==> config.mk <==
export PLATFORM = sky130hd
export DESIGN_NAME = stream_route_ctrl
export DESIGN_NICKNAME = d
export VERILOG_FILES = /design/src/rtl/stream_route_ctrl_pkg.sv /design/src/rtl/stream_route_ctrl_slice.sv /design/src/rtl/stream_route_ctrl.sv
export SDC_FILE = /design/constraint.sdc
export NUM_CORES = 1
export LEC_CHECK = 0
export BUFFER_PORTS_ARGS = -buffer_cell sky130_fd_sc_hd__buf_2
export CORE_ASPECT_RATIO = 0.75
export CORE_MARGIN = 8
export CORE_UTILIZATION = 53
export DETAILED_ROUTE_END_ITERATION = 6
export PLACE_DENSITY = 0.85
export SLEW_MARGIN = 15
export SYNTH_ARGS = -nofsm -noshare
export SYNTH_HDL_FRONTEND = slang
export SYNTH_SLANG_ARGS = --single-unit
==> constraint.sdc <==
create_clock -name clk -period 4.85 [get_ports clk]
set_input_delay 0.2425 -clock clk [delete_from_list [all_inputs] [get_ports clk]]
set_output_delay 0.2425 -clock clk [all_outputs]
set_load 0.005 [all_outputs]
==> src/rtl/stream_route_ctrl_pkg.sv <==
// stream_route_ctrl_pkg: shared mode and FSM state encodings for the stream router
package stream_route_ctrl_pkg;

    typedef enum logic [1:0] {
        MODE_DEST = 2'b00,
        MODE_RR   = 2'b01,
        MODE_P0   = 2'b10,
        MODE_P1   = 2'b11
    } mode_t;

    typedef enum logic {
        IDLE = 1'b0,
        PKT  = 1'b1
    } state_t;

endpackage

==> src/rtl/stream_route_ctrl_slice.sv <==
// route_out_slice: one-entry downstream output register with saturating delivered-beat counter
module route_out_slice #(
    parameter int DATA_W = 64,
    parameter int CNT_W  = 16
) (
    input  logic              clk,
    input  logic              rst_n,
    input  logic              load,
    input  logic [DATA_W-1:0] in_data,
    input  logic              in_last,
    input  logic              ready,
    output logic              valid,
    output logic [DATA_W-1:0] data,
    output logic              last,
    output logic [CNT_W-1:0]  cnt,
    output logic              can_load
);

    assign can_load = !valid || ready;

    // load wins over drain so a back-to-back beat keeps valid high; data holds when idle
    always_ff @(posedge clk or negedge rst_n) begin
        if (!rst_n) begin
            valid <= 1'b0;
            data  <= '0;
            last  <= 1'b0;
            cnt   <= '0;
        end else begin
            if (load) begin
                valid <= 1'b1;
                data  <= in_data;
                last  <= in_last;
            end else if (ready) begin
                valid <= 1'b0;
            end
            if (valid && ready && cnt != '1)
                cnt <= cnt + 1'b1;
        end
    end

endmodule

==> src/rtl/stream_route_ctrl.sv <==
// stream_route_ctrl: packet-locked 1-to-2 stream router with per-port output registers
module stream_route_ctrl
    import stream_route_ctrl_pkg::*;
#(
    parameter int DATA_W = 64,
    parameter int CNT_W  = 16
) (
    input  logic              clk,
    input  logic              rst_n,
    input  logic [1:0]        mode,
    input  logic              s_valid,
    output logic              s_ready,
    input  logic [DATA_W-1:0] s_data,
    input  logic              s_dest,
    input  logic              s_last,
    output logic              m0_valid,
    input  logic              m0_ready,
    output logic [DATA_W-1:0] m0_data,
    output logic              m0_last,
    output logic [CNT_W-1:0]  m0_cnt,
    output logic              m1_valid,
    input  logic              m1_ready,
    output logic [DATA_W-1:0] m1_data,
    output logic              m1_last,
    output logic [CNT_W-1:0]  m1_cnt,
    output logic              busy
);

    state_t state, state_nx;
    logic   lock_port, lock_nx, rr, rr_nx, run, sel, acc, can0, can1;

    // an open packet ignores mode and s_dest; otherwise mode picks the port
    assign sel = (state == PKT) ? lock_port :
                 (mode == MODE_DEST) ? s_dest :
                 (mode == MODE_RR) ? rr :
                 (mode == MODE_P1);

    // run keeps s_ready low during reset and until the first edge after release
    assign s_ready = run && (sel ? can1 : can0);
    assign acc     = s_valid && s_ready;
    assign busy    = (state == PKT);

    // FSM state, locked port, round-robin pointer
    always_ff @(posedge clk or negedge rst_n) begin
        if (!rst_n) begin
            state     <= IDLE;
            lock_port <= 1'b0;
            rr        <= 1'b0;
            run       <= 1'b0;
        end else begin
            state     <= state_nx;
            lock_port <= lock_nx;
            rr        <= rr_nx;
            run       <= 1'b1;
        end
    end

    // next state: any accepted beat opens/keeps a packet unless it is the last one
    always_comb begin
        state_nx = acc ? (s_last ? IDLE : PKT) : state;
        lock_nx  = acc ? sel : lock_port;
        rr_nx    = rr ^ (acc && s_last && mode == MODE_RR);
    end

    route_out_slice #(.DATA_W(DATA_W), .CNT_W(CNT_W)) u_p0 (
        .clk(clk), .rst_n(rst_n), .load(acc && !sel), .in_data(s_data), .in_last(s_last),
        .ready(m0_ready), .valid(m0_valid), .data(m0_data), .last(m0_last), .cnt(m0_cnt),
        .can_load(can0)
    );

    route_out_slice #(.DATA_W(DATA_W), .CNT_W(CNT_W)) u_p1 (
        .clk(clk), .rst_n(rst_n), .load(acc && sel), .in_data(s_data), .in_last(s_last),
        .ready(m1_ready), .valid(m1_valid), .data(m1_data), .last(m1_last), .cnt(m1_cnt),
        .can_load(can1)
    );

endmodule
==> flow_summary.ini, run 1 <==
[run_status]
run_status = completed

[detailed_routing]
vias = 4469
top_layer = met4
routed_via_density = 5.172
drt-met1-wl_um = 6290
drtIter0Drc = 232
ant_nets = 0
wl_met2_um = 8499
wl_um = 16250
wl_per_cell_um = 18.81
drc = 0
wl_met3_um = 1326
drtPass1Iterations = 5

[setup_path]
critPathBufInv = 1
critPathLaunch = rr
arrival_ns = 2.86
endpoint_kind = register
path_cells = or2_1 > a221oi_2 > or3_4 > buf_4 > mux2_2
critPathKind = reg -> reg
worstPathRequired_ns = 5.14
max_stage_delay_ns = 0.66
slowest_stage = or3_4
critPathMaxFanout = 50
startpoint_type = register
r2r_start = rr
cp_top_family = simple AND/OR/NAND/NOR gates

[synthesis]
synth-seq-cells = 168
yosysTopAreaCell = dfrtp_1
synth_top_cell_area_share_pct = 64.20
syn-num-nets = 514
synth_xor_area_share_pct = 3.745
synthMuxAreaShare_pct = 22.70
yosys.cell_types.count = 34
syn_area_um2 = 6549
synth-async-reset-ratio_pct = 100.0
synth_warnings = 0
synth-compound-area-share_pct = 1.853
synth_area_leaders = dfrtp_1 (64%), mux2_2 (23%), xnor2_1 (2.7%)
yosys.area_share.simple_pct = 5.732
seq_area_frac_synth_pct = 64.20
synth.most_common_cell = dfrtp_1
synth_fa_ha_area_share_pct = 0.3821
synth_flop_cell = dfrtp_1
syn_area_per_cell_um2 = 14.92
synth_edf_count = 0
synth_top_family_by_area = multiplexers
synthCells = 439
synthTopCellsByCount = dfrtp_1 (168), mux2_2 (132), nand2_1 (22)

[floorplanning]
dieWidth_um = 144.4
rows = 35
io_pins = 239
die-area_um2 = 16210
die_height_um = 112.3
start_util_pct = 53.79
fp.coreArea_um2 = 12170

[timing]
finalCriticalPeriod_ns = 2.580
report.final.slew_viol_count = 0
fin_crit_sh_pct = 53.19
holdWs_ns = 0.07338
rsz0062_at_grt = no
worstMarginPinSlew_ns = 0.9669
slew_headroom_pct = 35.54
final_hold_viol_count = 0
finClkSkew_ns = 0.01233
clock.fmax_mhz = 387.7
setup_violations = 0
fin_setup_tns_ns = 0

[global_route]
grt_remaining_overflow = 0
grt_max_degree = 106
grt_pass1_vias = 4965
grt_first_pass_wirelength_um = 25850
antenna_found_initial = 0
grt_usage_pct = 20.19

[cts]
cts_tree = yes
cts_setup_buffers = 0
ctsHoldBuffers = 1
cts.htree.levels = 4
cts.root.buffer_cell = clkbuf_16
clk_latency_ns = 0.41
clockBufferDepth = 2
numCtsBuffers = 17
post_cts_resized = 0
cts_sinks = 168
clkTransAtPathRegs_ns = 0.07

[run]
drv_cap = 0

[power_and_ir_drop]
power.density_nw_per_um2 = 619.0
comb_power_share_pct = 30.3
power.internal_mw = 3.663
p_sw_share_pct = 30.32
power_switching_mw = 1.594
p_total_mw = 5.257
peakVddDrop_mv = 0.3576
pwr-share-clk_pct = 24.9
p_leak_nw = 4.183
pwr-share-seq_pct = 44.8

[place]
hpwlAfterDp_um = 11960
gp_congestion = 0.7773
portBuffers = 238

[worst_hold_path]
hp-start = s_data[47]
hold_path_class = in -> reg

[cells_and_area]
drive_gt1_share_pct = 59.03
areaGrowthSynthToFinish_pct = 29.69
nNetsFinal = 760
num_antenna_cells = 0
## cell families (layout without fill, tap and decap cells)
family | count (synthesis) | after routing
AO/OA/AOI/OAI | 15 | 15
XOR/XNOR | 28 | 28
multiplexers | 132 | 132
other | 1 | 1
adder cells (fa/ha/maj) | 2 | 2
flip-flops | 168 | 168
buffers and inverters | 18 | 277
AND/OR/NAND/NOR | 75 | 75
## final timing paths
| kind | slack, ns | end | cells after the start |
|---|---|---|---|
| worst min-delay path | 0.07 | u_p1.data[47] | 2 |
| min in group asynchronous | 0.48 | u_p1.data[56] | 2 |
| worst min register to register | 0.47 | rr | 1 |
| worst max-delay path | 2.27 | u_p1.data[62] | 5 |
| max in group asynchronous | 3.00 | u_p0.data[35] | 3 |
| worst max register to register | 2.27 | u_p1.data[62] | 5 |
## final cells by class
cell class,count,area [um2]
flip-flops and latches,168,4204
fillers,877,3681
multi-input cells,253,2262
repair buffers,242,1230
clock buffers,18,439.2
well taps,166,207.7
clock inverters,14,138.9
inverters,3,11.26
## power groups by stage
stage | Combinational [mW] | Clock, mW | Sequential, mW
after floorplan | 0.694 | 0 | 2.38
after global placement | 1.57 | 0 | 2.33
after detailed placement | 1.63 | 0 | 2.37
after CTS | 1.64 | 1.33 | 2.36
after global routing | 1.74 | 1.38 | 2.43
final | 1.59 | 1.31 | 2.36
## layer usage
layer  global-route usage (%)  vias to the layer above
met5                        0                        -
met4                    5.325                        0
met3                    6.658                       11
met2                    35.85                      154
met1                    22.76                     2262
li1                         -                     2042
## per-stage QoR
| step | area (um2) | util, % | setup slack [ns] | instances |
|---|---|---|---|---|
| floorplan | 6549 | - | 3.033 | 439 |
| global placement | 7901 | 64.90 | 2.002 | 831 |
| detailed placement | 7901 | 64.90 | 1.924 | 831 |
| CTS | 8489 | 69.73 | 1.909 | 864 |
| global route | 8493 | 69.76 | 2.123 | 864 |
| finish | 8493 | 69.76 | 2.270 | 864 |
## flip-flops by register name (all words and copies together), names as in the netlist
register / flops
u_p0.last: 1
u_p0.data: 64
rr: 1
u_p0.cnt: 16
lock_port: 1
u_p1.last: 1
u_p1.data: 64
u_p1.cnt: 16
u_p1.valid: 1
u_p0.valid: 1
busy: 1
run: 1
## placed cells by master (no fill, tap or decap), types with 3 or more instances in the layout
cell,n
nor2_1,11
dfrtp_1,168
nand3_1,13
nand4_1,8
xnor2_1,20
nand2b_1,4
a21oi_1,3
clkinv_4,5
clkbuf_16,17
mux2_2,132
inv_1,3
xor2_1,8
inv_6,5
nor3_1,6
nand2_1,22
buf_2,237
buf_4,3
## worst reg2reg max path, stage by stage, from the launching register on
cell and delay (ns):
dfrtp_1 0.39, or2_1 0.23, a221oi_2 0.35, or3_4 0.66
buf_4 0.45, mux2_2 0.39
Power figures use the tool's default switching activity.
==> inputs of run 2 (changes only) <==
--- a/config.mk
+++ b/config.mk
@@ -5,12 +5,13 @@
 export SDC_FILE = /design/constraint.sdc
 export NUM_CORES = 1
 export LEC_CHECK = 0
+export ABC_AREA = 1
 export BUFFER_PORTS_ARGS = -buffer_cell sky130_fd_sc_hd__buf_2
 export CORE_ASPECT_RATIO = 0.75
 export CORE_MARGIN = 8
-export CORE_UTILIZATION = 53
+export CORE_UTILIZATION = 46
 export DETAILED_ROUTE_END_ITERATION = 6
-export PLACE_DENSITY = 0.85
+export PLACE_DENSITY = 0.77
 export SLEW_MARGIN = 15
 export SYNTH_ARGS = -nofsm -noshare
 export SYNTH_HDL_FRONTEND = slang
==> constraint.sdc (replaced) <==
create_clock -name clk -period 2.2 [get_ports clk]
set_input_delay 0.11 -clock clk [delete_from_list [all_inputs] [get_ports clk]]
set_output_delay 0.11 -clock clk [all_outputs]
set_load 0.005 [all_outputs]
==> run 2 against run 1 <==
Against the previous run:
- synthesized cell count increased by 69%
- first-iteration DRC count rose by 80%
- area after synthesis grew 8.8%
- cell count rose by 47%
- die area increased by 22%
- global-route usage shrank 0.31 points
- clock power increased by 120%
- via count is 37% higher
- critical path type unchanged
- critical endpoint is now rr
- largest cell class unchanged
==> flow_summary.ini, run 2 <==
[detailed_routing]
ant_nets = 0
top_layer = met5
drtIter0Drc = 417
wl_met3_um = 1685
wl_um = 19430
wl_per_cell_um = 15.31
wl_met2_um = 9175
routed_via_density = 4.831
vias = 6131
drtPass1Iterations = 5
drc = 0
drt-met1-wl_um = 8121

[worst_hold_path]
hold_path_class = in -> reg
whs_path_depth = 5

[power_and_ir_drop]
power_switching_mw = 3.890
p_leak_nw = 5.219
power.density_nw_per_um2 = 1178
p_total_mw = 11.46
pwr-share-clk_pct = 25.0
power.internal_mw = 7.570
comb_power_share_pct = 30.6
p_sw_share_pct = 33.95
peakVddDrop_mv = 0.7273
pwr-share-seq_pct = 44.4

[synthesis]
syn-num-nets = 818
synth_top_cell_area_share_pct = 59.03
synth-async-reset-ratio_pct = 100.0
synth_flop_cell = dfrtp_1
syn_area_per_cell_um2 = 9.585
synth_edf_count = 0
yosysTopAreaCell = dfrtp_1
syn_area_um2 = 7122
synth_warnings = 0
synth-compound-area-share_pct = 12.61
synthCells = 743
synth.most_common_cell = nand2_1
synth_fa_ha_area_share_pct = 0.3514
synthTopCellsByCount = nand2_1 (194), dfrtp_1 (168), inv_1 (98)
yosys.area_share.simple_pct = 15.79
yosys.cell_types.count = 25
synth_area_leaders = dfrtp_1 (59%), nand2_1 (10%), o21ai_1 (5.8%)
synthMuxAreaShare_pct = 0
synth-seq-cells = 168
synth_xor_area_share_pct = 3.197
synth_top_family_by_area = simple AND/OR/NAND/NOR gates
seq_area_frac_synth_pct = 59.03

[cells_and_area]
instances_no_fill = 1269
drive_gt1_share_pct = 31.30
num_antenna_cells = 0
stdcell_area_um2 = 9729
nNetsFinal = 1126
layout_commonest_cell = buf_2
top_regs = u_p0.data (64), u_p1.data (64)
areaGrowthSynthToFinish_pct = 36.61
mostFrequentLayoutCells = buf_2 (237), nand2_1 (194), dfrtp_1 (168), inv_1 (98), o21ai_1 (82)
fin_util_pct = 64.11

[global_route]
grt_max_degree = 81
grt_first_pass_wirelength_um = 31570
grt_remaining_overflow = 0
grt_pass1_vias = 6286
antenna_found_initial = 2
grt_usage_pct = 19.89

[place]
gp_congestion = 0.8760
place_ws_ns = 0.4020
hpwlAfterDp_um = 13570
dp_cells = 1168
portBuffers = 238
place_area_um2 = 8469

[cts]
clkTransAtPathRegs_ns = 0.07
cts_sinks = 168
cts.htree.levels = 4
numCtsBuffers = 17
cts_tree = yes
cts_setup_buffers = 0
clk_latency_ns = 0.42
clockBufferDepth = 2
cts.root.buffer_cell = clkbuf_16

[timing]
setup_slack_ns = 0.3636
final_hold_viol_count = 0
setup_violations = 0
finalCriticalPeriod_ns = 1.836
clock.fmax_mhz = 544.5
fin_crit_sh_pct = 83.47
worstMarginPinSlew_ns = 0.6681
rsz0062_at_grt = no
fin_setup_tns_ns = 0
report.final.slew_viol_count = 0
finClkSkew_ns = 0.006983
holdWs_ns = 0.03742
slew_headroom_pct = 55.46

[floorplanning]
die_height_um = 123.8
die-area_um2 = 19760
fp.coreArea_um2 = 15180
io_pins = 239
dieWidth_um = 159.7
start_util_pct = 46.93
rows = 39

[setup_path]
arrival_ns = 2.20
worstPathRequired_ns = 2.56
endpoint_kind = register
critPathMaxFanout = 4
rr_worst_depth = 10
critPathKind = reg -> reg
startpoint_type = register

[run]
drv_cap = 0

[run_status]
run_status = completed
-- run 2: cell types whose count changed in the layout (fill, tap and decap cells not counted), moves of 5 or more --
cell,delta
buf_12,+5
dlygate4sd3_1,+68
inv_1,+95
mux2_2,-132
nand2_1,+172
nand3_1,+5
nor2_1,+18
o21ai_0,+21
o21ai_1,+82
o21ai_2,+43
xnor2_1,-13
xor2_1,+11
-- run 2: final timing paths --
path,from,to,slack (ns)
max,rr,rr,0.36
min,mode[1],rr,0.04
max reg2reg,rr,rr,0.36
min reg2reg,u_p0.data[63],u_p0.data[63],0.48
max in group asynchronous,rst_n,u_p1.data[32],1.23
min in group asynchronous,rst_n,u_p1.data[62],0.26
-- run 2: kinds of logic (layout without fill, tap and decap cells) --
group | count (synthesis) | after routing
fa+ha+maj | 2 | 2
simple gates | 268 | 268
buf+inv | 131 | 452
xor+xnor | 26 | 26
other cells | 1 | 1
flops | 168 | 168
compound gates | 147 | 147
-- run 2: final cells by class --
type | count | area, um2
Clock buffer | 18 | 429.2
Multi-Input combinational cell | 444 | 2280
Fill cell | 1193 | 5446
Tap cell | 205 | 256.5
Clock inverter | 14 | 140.1
Inverter | 101 | 379.1
Timing Repair Buffer | 319 | 2041
Sequential cell | 168 | 4204
-- run 2: power by group through the flow --
| stage | clock [mW] | combinational [mW] | sequential, mW |
|---|---|---|---|
| 4_1_cts | 2.92 | 3.56 | 5.08 |
| 3_5_place_dp | 0 | 3.47 | 5.09 |
| 6_report | 2.86 | 3.51 | 5.09 |
| 2_1_floorplan | 0 | 1.54 | 5.15 |
| 3_3_place_gp | 0 | 3.36 | 5.08 |
| 5_1_grt | 3.05 | 3.96 | 5.24 |
-- run 2: worst max-delay path, stage by stage (launching register included) --
cell and delay (ns):
dfrtp_1 0.38, inv_1 0.07, nand3_1 0.09, nand2_1 0.08, nand2_1 0.07, nand3_2 0.08, nand3_1 0.06, nor2_1 0.19
nand4_1 0.11, dlygate4sd3_1 0.58, nand2_1 0.07
-- run 2: per-layer routing --
| layer | up-vias | global-route usage [%] |
|---|---|---|
| met2 | 221 | 32.13 |
| met4 | 4 | 8.108 |
| met1 | 2896 | 24.14 |
| met5 | - | 0 |
| li1 | 2973 | - |
| met3 | 37 | 7.299 |
-- run 2: what timing repair did --
action,in CTS,in global routing
hold buffers,69,0
endpoints found under the setup margin,0,0
endpoints found under the hold margin,194,0
resized for setup,0,0
==> inputs of run 3 (changes only) <==
--- a/config.mk
+++ b/config.mk
@@ -9,9 +9,9 @@
 export BUFFER_PORTS_ARGS = -buffer_cell sky130_fd_sc_hd__buf_2
 export CORE_ASPECT_RATIO = 0.75
 export CORE_MARGIN = 8
-export CORE_UTILIZATION = 46
+export CORE_UTILIZATION = 50
 export DETAILED_ROUTE_END_ITERATION = 6
-export PLACE_DENSITY = 0.77
+export PLACE_DENSITY = 0.79
 export SLEW_MARGIN = 15
 export SYNTH_ARGS = -nofsm -noshare
 export SYNTH_HDL_FRONTEND = slang
==> constraint.sdc (replaced) <==
create_clock -name clk -period 1.7 [get_ports clk]
set_input_delay 0.085 -clock clk [delete_from_list [all_inputs] [get_ports clk]]
set_output_delay 0.085 -clock clk [all_outputs]
set_load 0.005 [all_outputs]
==> run 3 against run 2 <==
Against the previous run:
- cell count up 0.24%
- clock skew up 0.0016 ns
- die area down 7.1%
- sequential power up 30%
- power up 36%
- utilization up 10 points
- setup slack worse by 0.36 ns
- global-route usage up 3.2 points
- via count up 5.3%
- sequential share of layout area down 2.3 points
- critical path type unchanged
==> flow_summary.ini, run 3 (same netlist as run 2, synthesis figures left out) <==
[cells_and_area]
n_fill_cell = 969
drive_gt1_share_pct = 34.49
mostFrequentLayoutCells = buf_2 (237), nand2_1 (190), dfrtp_1 (168), inv_1 (96), o21ai_1 (82)
top_regs = u_p0.data (64), u_p1.data (64)
areaGrowthSynthToFinish_pct = 44.18
instances_no_fill = 1272
nNetsFinal = 1158
layout_commonest_cell = buf_2

[power_and_ir_drop]
comb_power_share_pct = 32.9
p_sw_share_pct = 35.44
peakVddDrop_mv = 0.8991
p_leak_nw = 5.522
power.density_nw_per_um2 = 1515
power_switching_mw = 5.514
pwr-share-clk_pct = 24.4
power.internal_mw = 10.04
p_total_mw = 15.56
pwr-share-seq_pct = 42.7

[place]
gp_congestion = 0.8837
dp_cells = 1152
hpwlAfterDp_um = 13890
portBuffers = 238

[cts]
cts_tree = yes
clkTransAtPathRegs_ns = 0.07
clockBufferDepth = 2
cts.htree.levels = 4
numCtsBuffers = 17
cts_sinks = 168
cts.root.buffer_cell = clkbuf_16
clk_latency_ns = 0.42

[global_route]
grt_max_degree = 53
use_met1_pct = 28.68
busiest_layer = met2
grt_pass1_vias = 6556
grt_first_pass_wirelength_um = 34080
antenna_found_initial = 1
grt_usage_pct = 23.09
use_met2_pct = 36.85
grt_util_met3_pct = 8.056
grt_remaining_overflow = 0

[detailed_routing]
drtIter0Drc = 423
routed_via_density = 5.074
wl_um = 22610
wl_per_cell_um = 17.77
drtPass1Iterations = 5
drc = 0
vias = 6454
ant_nets = 0

[setup_path]
critPathKind = reg -> reg
endpoint_kind = register
arrival_ns = 2.00
startpoint_type = register
critPathMaxFanout = 24
worstPathRequired_ns = 2.01

[floorplanning]
start_util_pct = 51.62
die_height_um = 119.4
die-area_um2 = 18360
fp.coreArea_um2 = 13800
io_pins = 239
dieWidth_um = 153.8
rows = 37

[run]
drv_cap = 0

[timing]
setup_violations = 0
final_hold_viol_count = 0
report.final.slew_viol_count = 0
finClkSkew_ns = 0.008599
finalCriticalPeriod_ns = 1.698
fin_crit_sh_pct = 99.88
clock.fmax_mhz = 588.9

[worst_hold_path]
hold_path_class = in -> reg

[run_status]
run_status = completed
## run 3: cell types whose count changed in the layout (fill, tap and decap cells not counted), sizes merged
cell / change
buf: +23
bufinv: -1
clkbuf: +9
clkinv: -1
clkinvlp: -2
diode: +1
inv: +4
## run 3: stage by stage
step / TNS (ns) / utilization [%] / area (um2) / setup WS [ns] / hold WS [ns]
final: 0 / 74.43 / 10270 / 0.001995 / 0.07456
after detailed placement: 0 / 62.24 / 8587 / 0.02069 / 0.07528
after global routing: -2.251 / 74.43 / 10270 / -0.05372 / 0.06955
after floorplan: 0 / - / 7122 / 0.06126 / -0.2106
after CTS: 0 / 71.52 / 9867 / 0.01199 / 0.03755
after global placement: 0 / 62.24 / 8587 / 0.1020 / 0.06898
## run 3: worst max-delay path: stages, from the launching register on
cell and delay, ns:
dfrtp_1 0.40, inv_2 0.07, nand3_2 0.08, nand2_1 0.09
nand2_2 0.06, nand3_2 0.07, inv_2 0.06, nor2_8 0.12
nand3_4 0.11, buf_12 0.16, clkbuf_16 0.19, nand2_1 0.08
o21ai_1 0.07
## run 3: layer usage
| metal | up-vias | wire length [um] |
|---|---|---|
| met5 | - | 0 |
| met4 | 0 | 541 |
| met3 | 42 | 1734 |
| met2 | 293 | 10900 |
| met1 | 3104 | 9432 |
| li1 | 3015 | - |
## run 3: worst paths after layout
| check | startpoint | end | slack (ns) | cells past startpoint |
|---|---|---|---|---|
| hold / removal | mode[0] | rr | 0.07 | 5 |
| max in group asynchronous | rst_n | u_p0.data[4] | 0.91 | 3 |
| min in group asynchronous | rst_n | u_p0.cnt[8] | 0.19 | 2 |
| hold reg to reg | u_p0.data[2] | u_p0.data[2] | 0.48 | 2 |
| setup / recovery | rr | u_p1.data[48] | 0.002 | 12 |
| setup reg to reg | rr | u_p1.data[48] | 0.002 | 12 |
## run 3: repair_timing
action | 4_1_cts | 5_1_grt
hold buffers | 69 | 0
buffers inserted | 0 | 8
endpoints found under the hold margin | 199 | 0
setup endpoints to repair | 0 | 129
resized for setup | 0 | 21
## run 3: power groups by stage
stage / Combinational [mW] / Sequential (mW) / Clock [mW]
5_1_grt: 5.68 / 6.82 / 4.05
3_5_place_dp: 4.66 / 6.59 / 0
3_3_place_gp: 4.46 / 6.58 / 0
6_report: 5.12 / 6.64 / 3.80
2_1_floorplan: 1.99 / 6.67 / 0
4_1_cts: 4.76 / 6.58 / 3.88
## run 3: area by class of cell
cell class              instances  area [um2]  share of cell area [%]
clock inverters                14       150.1                   1.462
well taps                     175       219.0                   2.132
multi-input cells             444        2320                   22.59
inverters                     101       381.6                   3.716
flip-flops and latches        168        4204                   40.94
diodes                          1       2.502                 0.02437
clock buffers                  18       439.2                   4.277
repair buffers                351        2552                   24.86
